File: src/rtl/adder64_arb_pkg.sv
// Shared types and constants for the time-shared 64-bit adder arbiter.
// The optional carry-out port is enabled with ADDER64_ARB_CARRY_EN.
package adder64_arb_pkg;

    typedef enum logic [1:0] {
        IDLE = 2'd0,
        ADD  = 2'd1,
        HOLD = 2'd2
    } arb_state_e;

    localparam int NREQ_DEF = 4;
    localparam int W_DEF    = 64;

    // Requester-index width, never narrower than one bit.
    function automatic int id_width(input int n);
        int w;
        w = $clog2(n);
        if (w < 1) begin
            w = 1;
        end else begin
            w = w;
        end
        return w;
    endfunction

endpackage

File: src/rtl/adder64_rr_grant.sv
// Combinational round-robin pick: first valid requester at or after ptr,
// searching upward with wrap. Produces a one-hot grant and its index.
import adder64_arb_pkg::*;

module adder64_rr_grant #(
    parameter int NREQ = NREQ_DEF,
    parameter int IDW  = id_width(NREQ_DEF)
) (
    input  logic [NREQ-1:0] req_valid,
    input  logic [IDW-1:0]  ptr,
    output logic [NREQ-1:0] grant,
    output logic [IDW-1:0]  grant_idx
);

    // Rotating priority search starting at ptr.
    always_comb begin
        logic           found_s;
        logic [IDW:0]   sum_s;
        logic [IDW-1:0] idx_s;
        grant     = '0;
        grant_idx = '0;
        found_s   = 1'b0;
        sum_s     = '0;
        idx_s     = '0;
        for (int k = 0; k < NREQ; k++) begin
            sum_s = {1'b0, ptr} + (IDW+1)'(k);
            if (sum_s >= (IDW+1)'(NREQ)) begin
                sum_s = sum_s - (IDW+1)'(NREQ);
            end else begin
                sum_s = sum_s;
            end
            idx_s = sum_s[IDW-1:0];
            if (!found_s && req_valid[idx_s]) begin
                found_s      = 1'b1;
                grant[idx_s] = 1'b1;
                grant_idx    = idx_s;
            end else begin
                found_s = found_s;
            end
        end
    end

endmodule

File: src/rtl/adder64_arbiter.sv
// Round-robin time-sharing of one 64-bit adder between NREQ requesters,
// one operation in flight. Define ADDER64_ARB_CARRY_EN to add rsp_carry.
import adder64_arb_pkg::*;

module adder64_arbiter #(
    parameter int NREQ = NREQ_DEF,
    parameter int W    = W_DEF
) (
    input  logic                     clk,
    input  logic                     rst_n,
    input  logic [NREQ-1:0]          req_valid,
    output logic [NREQ-1:0]          req_ready,
    input  logic [NREQ*W-1:0]        req_x,
    input  logic [NREQ*W-1:0]        req_y,
    output logic                     rsp_valid,
    input  logic                     rsp_ready,
    output logic [W-1:0]             rsp_sum,
`ifdef ADDER64_ARB_CARRY_EN
    output logic                     rsp_carry,
`endif
    output logic [$clog2(NREQ)-1:0]  rsp_id
);

    localparam int IDW = id_width(NREQ);

    arb_state_e      state_r, state_nxt_s;
    logic [IDW-1:0]  ptr_r, ptr_nxt_s;
    logic [NREQ-1:0] grant_s, req_ready_s;
    logic [IDW-1:0]  grant_idx_s, id_r, rsp_id_r;
    logic            accept_s, rsp_valid_r;
    logic [W-1:0]    x_r, y_r, sum_r;
    logic [W-1:0]    x_arr_s [NREQ];
    logic [W-1:0]    y_arr_s [NREQ];

`ifdef ADDER64_ARB_CARRY_EN
    logic [W:0]      add_s;
    logic            carry_r;
    assign add_s     = {1'b0, x_r} + {1'b0, y_r};
    assign rsp_carry = carry_r;
`else
    logic [W-1:0]    add_s;
    assign add_s     = x_r + y_r;
`endif

    adder64_rr_grant #(.NREQ(NREQ), .IDW(IDW)) u_grant (
        .req_valid (req_valid),
        .ptr       (ptr_r),
        .grant     (grant_s),
        .grant_idx (grant_idx_s)
    );

    // Unpack the flat operand buses so the winner can be selected by index.
    always_comb begin
        for (int i = 0; i < NREQ; i++) begin
            x_arr_s[i] = req_x[i*W +: W];
            y_arr_s[i] = req_y[i*W +: W];
        end
    end

    // Next-state, accept strobe and per-requester ready.
    always_comb begin
        state_nxt_s = state_r;
        req_ready_s = '0;
        accept_s    = 1'b0;
        case (state_r)
            IDLE: begin
                req_ready_s = grant_s;
                if (|(req_valid & grant_s)) begin
                    accept_s    = 1'b1;
                    state_nxt_s = ADD;
                end else begin
                    state_nxt_s = IDLE;
                end
            end
            ADD: begin
                state_nxt_s = HOLD;
            end
            HOLD: begin
                if (rsp_ready) begin
                    state_nxt_s = IDLE;
                end else begin
                    state_nxt_s = HOLD;
                end
            end
            default: begin
                state_nxt_s = IDLE;
            end
        endcase
    end

    // Pointer moves just past the winner so every requester gets a turn.
    always_comb begin
        if (grant_idx_s == IDW'(NREQ - 1)) begin
            ptr_nxt_s = '0;
        end else begin
            ptr_nxt_s = grant_idx_s + IDW'(1);
        end
    end

    // Ready must stay low for the whole time reset is asserted.
    assign req_ready = req_ready_s & {NREQ{rst_n}};
    assign rsp_valid = rsp_valid_r;
    assign rsp_sum   = sum_r;
    assign rsp_id    = rsp_id_r;

    // FSM state and round-robin pointer.
    always_ff @(posedge clk or negedge rst_n) begin
        if (!rst_n) begin
            state_r <= IDLE;
            ptr_r   <= '0;
        end else begin
            state_r <= state_nxt_s;
            if (accept_s) begin
                ptr_r <= ptr_nxt_s;
            end else begin
                ptr_r <= ptr_r;
            end
        end
    end

    // Operand capture on the request handshake.
    always_ff @(posedge clk or negedge rst_n) begin
        if (!rst_n) begin
            x_r  <= '0;
            y_r  <= '0;
            id_r <= '0;
        end else if (accept_s) begin
            x_r  <= x_arr_s[grant_idx_s];
            y_r  <= y_arr_s[grant_idx_s];
            id_r <= grant_idx_s;
        end else begin
            x_r  <= x_r;
            y_r  <= y_r;
            id_r <= id_r;
        end
    end

    // Response registers: the ripple add lands here at the end of ADD.
    always_ff @(posedge clk or negedge rst_n) begin
        if (!rst_n) begin
            sum_r       <= '0;
            rsp_id_r    <= '0;
            rsp_valid_r <= 1'b0;
`ifdef ADDER64_ARB_CARRY_EN
            carry_r     <= 1'b0;
`endif
        end else if (state_r == ADD) begin
            sum_r       <= add_s[W-1:0];
            rsp_id_r    <= id_r;
            rsp_valid_r <= 1'b1;
`ifdef ADDER64_ARB_CARRY_EN
            carry_r     <= add_s[W];
`endif
        end else if ((state_r == HOLD) && rsp_ready) begin
            rsp_valid_r <= 1'b0;
        end else begin
            rsp_valid_r <= rsp_valid_r;
        end
    end

endmodule
File: config.mk
export PLATFORM = sky130hd
export DESIGN_NAME = adder64_arbiter
export DESIGN_NICKNAME = d
export VERILOG_FILES = /design/src/rtl/adder64_arb_pkg.sv /design/src/rtl/adder64_rr_grant.sv /design/src/rtl/adder64_arbiter.sv
export SDC_FILE = /design/constraint.sdc
export NUM_CORES = 1
export LEC_CHECK = 0
export ABC_CLOCK_PERIOD_IN_PS = 8100
export BUFFER_PORTS_ARGS = -buffer_cell sky130_fd_sc_hd__buf_4
export CORE_MARGIN = 4
export CORE_UTILIZATION = 30
export DETAILED_ROUTE_END_ITERATION = 12
export PLACE_DENSITY_LB_ADDON = 0.05
export REMOVE_ABC_BUFFERS = 1
export SLEW_MARGIN = 20
export SYNTH_ARGS = -nofsm -noshare
export SYNTH_HDL_FRONTEND = slang
export SYNTH_SLANG_ARGS = --single-unit
File: constraint.sdc
create_clock -name clk -period 8.1 [get_ports clk]
set_input_delay 0.405 -clock clk [delete_from_list [all_inputs] [get_ports clk]]
set_output_delay 0.405 -clock clk [all_outputs]
set_load 0.02 [all_outputs]
# [Yosys cells after proc, flatten, opt, wreduce, memory -nomap -nowiden]
# Cells that the tools add are included.
[op_classes] n_bitwise=6 n_eq_ne=3 reduce_logical=14 n_div=0 magnitude_cmp=13 shifts=0 muxes=46 n_mul=0 addsub=9
[ops] cell="$bmux W64 S2" n=2
[ops] cell="$mux W64" n=4
[ops] cell="$add A64 B64 Y64" n=1
[ops] cell="$mux W2" n=10
[ops] cell="$mux W4" n=5
[ops] cell="$mux W1" n=16
[ops] cell="$ge A3 B3 Y1 const B" n=4
[ops] cell="$lt A2 B3 Y1 const B" n=4
[ops] cell="$or A4 B4 Y4" n=3
[ops] cell="$and A4 B4 Y4" n=2
[ops] cell="$bmux W1 S2" n=4
[ops] cell="$demux W1 S2" n=4
[ops] cell="$ge A2 B1 Y1 const B" n=4
[ops] cell="$logic_and A1 B1 Y1" n=8
[ops] cell="$sub A2 B1 Y2 const B" n=4
[ops] cell="$add A2 B2 Y3 const B" n=2
[ops] cell="$pmux W2 S3" n=1
[ops] cell="$eq A2 B2 Y1 const B" n=2
[ops] cell="$reduce_or A4 Y1" n=1
[ops] cell="$add A2 B1 Y3 const B" n=1
[ops] cell="$ge A2 B3 Y1 const B" n=1
[ops] cell="$logic_not A1 Y1" n=3
[ops] cell="$not A2 Y3" n=1
[ops] cell="$add A2 B1 Y2 const B" n=1
[ops] cell="3 further kinds" n=3
[word_totals] output_inout_bits=71 latch_bits=0 elab_cells=99 register_bits=201 mem_count=0 ramBits=0 inputBits=519 mem_bits_ro=0

# [Logic depth before layout (Yosys ltp)]
# Gate-level depths: netlist of the first run.
[depth] depth_word=18 ltp_mapped=15 depth_no_buf=12

# [Cells and area by module]
# From an unflattened synthesis of the first run, not the netlist that was laid out.
[unflattened] hier_cells=1269 hier_area_um2=14642.8
[modules_own_cells] mod="adder64_arbiter" cells_per_inst=1221 area_per_inst_um2=14238.7 seq_area_each_um2=5029.8 n_inst=1
[modules_own_cells] mod="adder64_rr_grant" cells_per_inst=48 area_per_inst_um2=404.1 seq_area_each_um2=0.0 n_inst=1

# [Worst setup path before layout of the first run]
# No wires, ideal clock.
[synth_path] kind="register to register" start="register ptr_r[0]" end="register y_r[13]" t_required_ns=7.975 arrival_time_ns=3.205 n_path_buf=3 path_slack_ns=4.771 setup_time_ns=0.125 synth_period_minus_slack_ns=3.329 stages_incl_launch_ff=13 cell_sequence="dfrtp_1 -> buf_2 -> inv_1 -> ha_1 -> mux4_2 -> nand2_1 -> a221oi_1 -> nor3_1 -> o21ai_1 -> buf_2 -> clkbuf_1 -> mux4_2 -> mux2_2"
[synth_between] elab_chain_cells=18 word_cells_on_any_way=71 cone_classes="add/sub (7); order compare (12); mux (36); bitwise (5); reduce/logical (11)"
[synth_rtl] element="start, declared" line="adder64_arbiter.sv:27" rtl="logic [IDW-1:0] ptr_r, ptr_nxt_s;"
[synth_rtl] element="start signal, assigned" line="adder64_arbiter.sv:114" rtl="ptr_r <= ptr_nxt_s;"
[synth_rtl] element="start signal, assigned" line="adder64_arbiter.sv:116" rtl="ptr_r <= ptr_r;"
[synth_rtl] element="branches (longest 18 deep; another with $add A2 B1 Y3)"
[synth_rtl] element="end signal, assigned" line="adder64_arbiter.sv:129" rtl="y_r <= y_arr_s[grant_idx_s];"
[synth_rtl] element="end signal, assigned" line="adder64_arbiter.sv:133" rtl="y_r <= y_r;"
[synth_rtl] element="end, declared" line="adder64_arbiter.sv:31" rtl="logic [W-1:0] x_r, y_r, sum_r;"
# Parallel ways; which one is timed is not known. The select of a mux whose other input is x is not followed.
# A chain may end at the register's enable or synchronous reset.

# [Worst setup path in the final report of the first run]
[layout_path] start="register ptr_r[0]" end="register x_r[0]"
[layout_between] elab_chain_cells=18 word_cells_on_any_way=71 cone_classes="add/sub (7); order compare (12); mux (36); bitwise (5); reduce/logical (11)"
[layout_rtl] element="branches (longest 18 deep; another with $add A2 B1 Y3)"
[layout_rtl] element="end signal, assigned" line="adder64_arbiter.sv:128" rtl="x_r <= x_arr_s[grant_idx_s];"
[layout_rtl] element="end signal, assigned" line="adder64_arbiter.sv:132" rtl="x_r <= x_r;"
[layout_rtl] element="end, declared" line="adder64_arbiter.sv:31"
# Parallel ways; which one is timed is not known. The select of a mux whose other input is x is not followed.

==> reports/qor.yml, run 1 <==
status:
  status: "finished, final reports clean"
clock_network:
  cts.path.max_buffers: 3
  cts_tree: "yes"
  clkTransAtPathRegs_ps: 60
  clock_latency_ps: 540
  numCtsBuffers: 27
  cts_sinks: 201
  htreeDepth: 1
  cts-root-buf: "clkbuf_16"
  post_cts_buffers: 0
critical_path:
  max_stage_delay_ps: 790
  worstSetupEndpointType: "flip-flop"
  rr_startpoint: "ptr_r[0]$_DFFE_PN0P_"
  cp_common_cell: "a22oi_1"
  startpoint: "ptr_r[0]$_DFFE_PN0P_"
  critPathBufInv: 2
  critPathTopFamily: "buffers and inverters"
  critPathKind: "reg -> reg"
  endpoint: "x_r[0]$_DFFE_PN0P_"
  crit_chain: "inv_1 -> ha_1 -> mux4_2 -> a22oi_1 -> nor2_1 -> a221o_1 -> a22oi_1 -> nand2_1 -> nand2_8 -> buf_4 -> mux2_2"
  worst-r2r-setup-slack_ps: 3290
  cp_max_fo: 69
  arrival_ps: 5230
  worst_ep_required_time_ps: 8520
  r2r_end: "x_r[0]$_DFFE_PN0P_"
  startpoint_type: "flip-flop"
  cp_slowest_cell: "buf_4"
  r2r_cells: 11
  crit_cells: 11
place:
  port_buffers: 589
  dpl.hpwl_um: 41980
  post-place-cells: 2464
  dpl-instance-area_um2: 19650
  gp_congestion: 0.8208
floorplanning:
  die_h_um: 230.8
  core-area_um2: 48950
  num_rows: 81
  die_area_um2: 53250
  start_util_pct: 30.41
  ios: 590
  die_x_um: 230.8
power_and_ir_drop:
  netSwitchingFraction_pct: 44.13
  p_leak_nw: 9.281
  p_comb_share_pct: 69.5
  intPower_mw: 5.885
  power_density_nw_per_um2: 510.3
  pwr-share-clk_pct: 12.5
  p_seq_share_pct: 18.0
  irDropWorstVdd_mv: 0.3648
  net-switching-power_mw: 4.649
logic_synthesis:
  synth_seq_cells: 201
  syn_inst: 1293
  syn_area_um2: 14890
  synth_fa_ha_area_share_pct: 6.101
  synth_compound_area_share_pct: 13.62
  synth-xor-area-share_pct: 3.177
  synth_top_family_by_area: "multiplexers"
  yosys.area_share.simple_pct: 8.950
  ys_seq_area_share_pct: 33.78
  synth_warnings: 0
  ys.flop_type: "dfrtp_1"
  syn_area_per_cell_um2: 11.51
  synthArstFlopShare_pct: 100.0
  synth_mux_area_share_pct: 29.71
  synth_cell_types: 85
  synth_edf_count: 0
cells_and_area:
  fill_cells: 4873
  drive_above_1_share_pct: 50.65
  post-route-util_pct: 42.17
  final_common_cell: "buf_4"
  finalNetCount: 2421
  most-common-layout-cells: "595 x buf_4, 201 x dfrtp_1, 131 x mux4_2, 128 x mux2_2, 115 x nand2_1"
  final_cell_area_um2: 20640
  num_antenna_cells: 0
  instances_no_fill: 2514
  area_growth_pct: 38.66
timing:
  worst_pin_slew_ps: 983.7
  fmax_mhz: 207.9
  maxSlewHeadroom_pct: 34.42
  setup_violations: 0
  rsz0062_at_grt: "false"
  skew_ps: 9.834
  slew_violations: 0
  hold_slack_ps: 115.3
  hold_violations: 0
  period_share_pct: 59.39
  tns_ps: 0
  min_period_ps: 4810
global_routing:
  antenna_found_initial: 2
  grt_max_degree: 92
  grt_pass1_wl_um: 81010
  overflow: 0
  grt_usage_pct: 19.22
  grt_pass1_vias: 13930
routing:
  viasPerCell: 5.087
  wl_met3_um: 3059
  wl_met2_um: 27160
  met1_length_um: 21540
  wl_um: 52680
  dr.pass1.iters: 5
  ant_nets: 0
  routedWlPerCell_um: 20.96
  num_vias: 12790
  drc: 0
  highest_layer: "met5"
  drt_iter0_markers: 559
worst_hold_path:
  hp-class: "in -> reg"
job:
  maxCapViolations: 0
==> worst min-delay path: stages <==
cell and delay (ps):
buf_4 80, nor2_1 30, nand2_1 50, nand2_1 50
==> layer usage <==
metal,vias to the layer above,global-route usage [%]
li1,6038,-
met1,6343,24.04
met2,358,34.47
met3,48,4.331
met4,2,3.289
met5,-,0
==> power by group through the flow <==
stage | logic, mW | clock network, mW | registers, mW
3_3_place_gp | 7.39 | 0 | 1.92
3_5_place_dp | 7.42 | 0 | 1.93
5_1_grt | 8.10 | 1.40 | 1.97
2_1_floorplan | 5.98 | 0 | 1.99
6_report | 7.32 | 1.31 | 1.90
4_1_cts | 7.45 | 1.36 | 1.91
==> area by class of cell <==
| class | instances | area [um^2] | share of cell area (%) |
|---|---|---|---|
| well taps | 664 | 830.8 | 4.024 |
| multi-input cells | 981 | 9209 | 44.61 |
| clock buffers | 34 | 742.0 | 3.594 |
| clock inverters | 15 | 234.0 | 1.133 |
| inverters | 20 | 75.07 | 0.3637 |
| repair buffers | 599 | 4523 | 21.91 |
| flip-flops and latches | 201 | 5030 | 24.37 |
==> Yosys cell counts (all sizes together) (16+ instances only) <==
cell type | n | area share, %
mux4 | 131 | 20
buf | 46 | 2.2
nor3 | 17 | 0.64
o21bai | 16 | 0.81
ha | 71 | 6.0
mux2 | 129 | 9.8
nand3 | 22 | 0.74
clkbuf | 38 | 1.5
a21oi | 88 | 3.0
inv | 20 | 0.50
nor2 | 46 | 1.2
dfrtp | 201 | 34
a21o | 37 | 1.9
nand4 | 25 | 1.1
nand2 | 118 | 3.0
xnor2 | 33 | 1.9
xor2 | 21 | 1.2
o21ai | 100 | 3.5
==> worst min-delay path by stage <==
stage,start,to,cells after the start
after floorplan,rst_n,id_r[0]$_DFFE_PN0P_,0
after global placement,rst_n,ptr_r[0]$_DFFE_PN0P_,1
after detailed placement,rst_n,ptr_r[0]$_DFFE_PN0P_,1
after CTS,rsp_ready,state_r[1]$_DFF_PN0_,4
after global routing,rsp_ready,state_r[1]$_DFF_PN0_,4
final,rsp_ready,state_r[1]$_DFF_PN0_,4
==> state kept, by name, indices dropped and copies added, names as in the netlist <==
| name | cells |
|---|---|
| y_r | 64 |
| state_r | 2 |
| id_r | 2 |
| rsp_valid | 1 |
| rsp_sum | 64 |
| ptr_r | 2 |
| rsp_id | 2 |
| x_r | 64 |
==> stage by stage <==
| step | setup slack (ps) | power, mW |
|---|---|---|
| after global routing | 2859 | 11.47 |
| after floorplan | -4618 | 7.974 |
| after CTS | 3290 | 10.73 |
| final | 3290 | 10.53 |
| after global placement | 3391 | 9.309 |
| after detailed placement | 3309 | 9.349 |
==> cell families after synthesis <==
logic type               after synthesis
XOR/XNOR                              54
flip-flops                           201
buffers and inverters                111
multiplexers                         262
AO/OA/AOI/OAI                        315
AND/OR/NAND/NOR                      278
adder cells (fa/ha/maj)               72
==> repair_timing <==
item | CTS | global route
gates resized for setup | 0 | 0
endpoints found under the setup margin | 0 | 0
hold buffers | 1 | 0
hold endpoints to repair | 61 | 0
(Power assumes the default switching activity.)
==> inputs of run 2 (changes only) <==
--- a/config.mk
+++ b/config.mk
@@ -5,7 +5,7 @@
 export SDC_FILE = /design/constraint.sdc
 export NUM_CORES = 1
 export LEC_CHECK = 0
-export ABC_CLOCK_PERIOD_IN_PS = 8100
+export ABC_CLOCK_PERIOD_IN_PS = 4650
 export BUFFER_PORTS_ARGS = -buffer_cell sky130_fd_sc_hd__buf_4
 export CORE_MARGIN = 4
 export CORE_UTILIZATION = 30
==> constraint.sdc (replaced) <==
create_clock -name clk -period 4.65 [get_ports clk]
set_input_delay 0.2325 -clock clk [delete_from_list [all_inputs] [get_ports clk]]
set_output_delay 0.2325 -clock clk [all_outputs]
set_load 0.02 [all_outputs]
==> reports/qor.yml, run 2 (synthesis gave the netlist of run 1 again) <==
status:
  status: "finished, final reports clean"
global_routing:
  antenna_found_initial: 1
  grt_pass1_wl_um: 79520
  grt_pass1_vias: 13880
  top_usage_layer: "met2"
  overflow: 0
  grt_util_met2_pct: 33.24
  grtUsageMet3_pct: 3.875
  use_met1_pct: 24.02
  grt_max_degree: 111
  grt_usage_pct: 18.76
floorplanning:
  ios: 590
  die_x_um: 230.8
  die_area_um2: 53250
  num_rows: 81
  start_util_pct: 30.41
  die_h_um: 230.8
  core-area_um2: 48950
clock_network:
  clock_latency_ps: 540
  post_cts_buffers: 0
  clkTransAtPathRegs_ps: 60
  cts-root-buf: "clkbuf_16"
  htreeDepth: 1
  cts_sinks: 201
  numCtsBuffers: 26
  cts.path.max_buffers: 3
  cts_tree: "yes"
routing:
  routedWlPerCell_um: 20.54
  viasPerCell: 5.063
  drt_iter0_markers: 539
  wl_um: 51750
  num_vias: 12760
  dr.pass1.iters: 4
  drc: 0
  ant_nets: 0
cells_and_area:
  drive_above_1_share_pct: 50.54
  area_growth_pct: 39.02
  fill_cells: 4771
  num_antenna_cells: 0
  final_common_cell: "buf_4"
  most-common-layout-cells: "598 x buf_4, 201 x dfrtp_1, 131 x mux4_2, 128 x mux2_2, 115 x nand2_1"
  finalNetCount: 2429
  post-route-util_pct: 42.28
critical_path:
  cp_max_fo: 4
  r2r_cells: 12
  r2r_end: "rsp_sum[52]$_DFFE_PN0P_"
  rr_startpoint: "x_r[0]$_DFFE_PN0P_"
  arrival_ps: 4190
  startpoint_type: "flip-flop"
  worstSetupEndpointType: "flip-flop"
  critPathKind: "reg -> reg"
  worst_ep_required_time_ps: 5030
  startpoint: "x_r[0]$_DFFE_PN0P_"
  worst-r2r-setup-slack_ps: 830
timing:
  tns_ps: 0
  fmax_mhz: 261.9
  skew_ps: 22.42
  min_period_ps: 3818
  slew_violations: 0
  rsz0062_at_grt: "false"
  worst_pin_slew_ps: 960.0
  maxSlewHeadroom_pct: 36.00
  period_share_pct: 82.11
  setup_violations: 0
  hold_violations: 0
worst_hold_path:
  worstHoldStart: "req_x[84]"
  min_to: "x_r[20]$_DFFE_PN0P_"
  holdPathStages: 3
  hp-class: "in -> reg"
power_and_ir_drop:
  net-switching-power_mw: 8.212
  p_seq_share_pct: 17.7
  power_density_nw_per_um2: 891.3
  p_leak_nw: 9.311
  p_comb_share_pct: 71.0
  netSwitchingFraction_pct: 44.51
  intPower_mw: 10.24
  irDropWorstVdd_mv: 0.7998
  pwr-share-clk_pct: 11.3
place:
  port_buffers: 589
  dpl.hpwl_um: 41460
  gp_congestion: 0.8002
job:
  maxCapViolations: 0
run 2: cell types whose count changed in the layout (fill, tap and decap cells not counted):
cell / change
buf_12: +5
buf_16: +1
buf_4: +3
buf_6: -1
bufinv_16: -3
clkbuf_1: +4
clkbuf_8: +1
clkinv_2: -2
clkinvlp_4: -2
dlygate4sd3_1: +1
inv_6: -1
run 2: layer usage:
layer	up-vias	share of wire (%)	wire (um)
met4	0	1.8	911
met3	43	5.6	2907
met1	6338	42	21750
met5	-	0	0
li1	6044	-	-
met2	333	51	26180
run 2: power groups by stage:
stage | Combinational (mW) | Sequential [mW] | Clock, mW
after floorplan | 9.31 | 3.46 | 0
after CTS | 13.3 | 3.28 | 2.18
after global placement | 13.2 | 3.27 | 0
after global routing | 14.4 | 3.38 | 2.23
after detailed placement | 13.3 | 3.30 | 0
final | 13.1 | 3.26 | 2.09
run 2: area by class of cell:
cell class | count | area, um^2 | area share [%]
tap | 664 | 830.8 | 4.014
clock buffer | 39 | 770.7 | 3.724
multi-input combinational | 981 | 9209 | 44.49
timing repair buffer | 608 | 4672 | 22.57
sequential | 201 | 5030 | 24.30
inverter | 20 | 75.07 | 0.3627
clock inverter | 7 | 110.1 | 0.5320
run 2: worst max-delay path by stage:
| stage | end | slack (ps) |
|---|---|---|
| CTS | rsp_sum[52]$_DFFE_PN0P_ | 830 |
| detailed placement | rsp_sum[52]$_DFFE_PN0P_ | 850 |
| global route | rsp_sum[52]$_DFFE_PN0P_ | 600 |
| finish | rsp_sum[52]$_DFFE_PN0P_ | 830 |
| floorplan | x_r[0]$_DFFE_PN0P_ | -8070 |
| global placement | rsp_sum[52]$_DFFE_PN0P_ | 890 |
run 2: through the flow:
| stage | cells | area [um^2] | total power, mW | hold WS, ps | setup WS, ps |
|---|---|---|---|---|---|
| after floorplan | 1202 | 14270 | 12.77 | -63.09 | -8068 |
| after global placement | 2471 | 19770 | 16.51 | 374.4 | 892.4 |
| after detailed placement | 2471 | 19770 | 16.59 | 372.3 | 851.3 |
| after CTS | 2519 | 20670 | 18.80 | 97.09 | 827.7 |
| after global routing | 2520 | 20700 | 20.03 | 109.9 | 603.3 |
| final | 2520 | 20700 | 18.45 | 135.1 | 831.8 |
run 2: critical path: stages (launching register included):
cell and delay [ps]:
dfrtp_1 380, ha_1 250, fa_1 420, a21oi_1 220, nor2_1 110, o41ai_2 640, o21bai_1 270, a21boi_2 280
o21ai_1 190, a311oi_2 450, o21ba_2 220, xor2_1 150, o21ai_0 90
run 2: timing repair:
action	CTS	global route
hold buffers	2	0
resized for setup	0	0
endpoints found under the hold margin	105	0
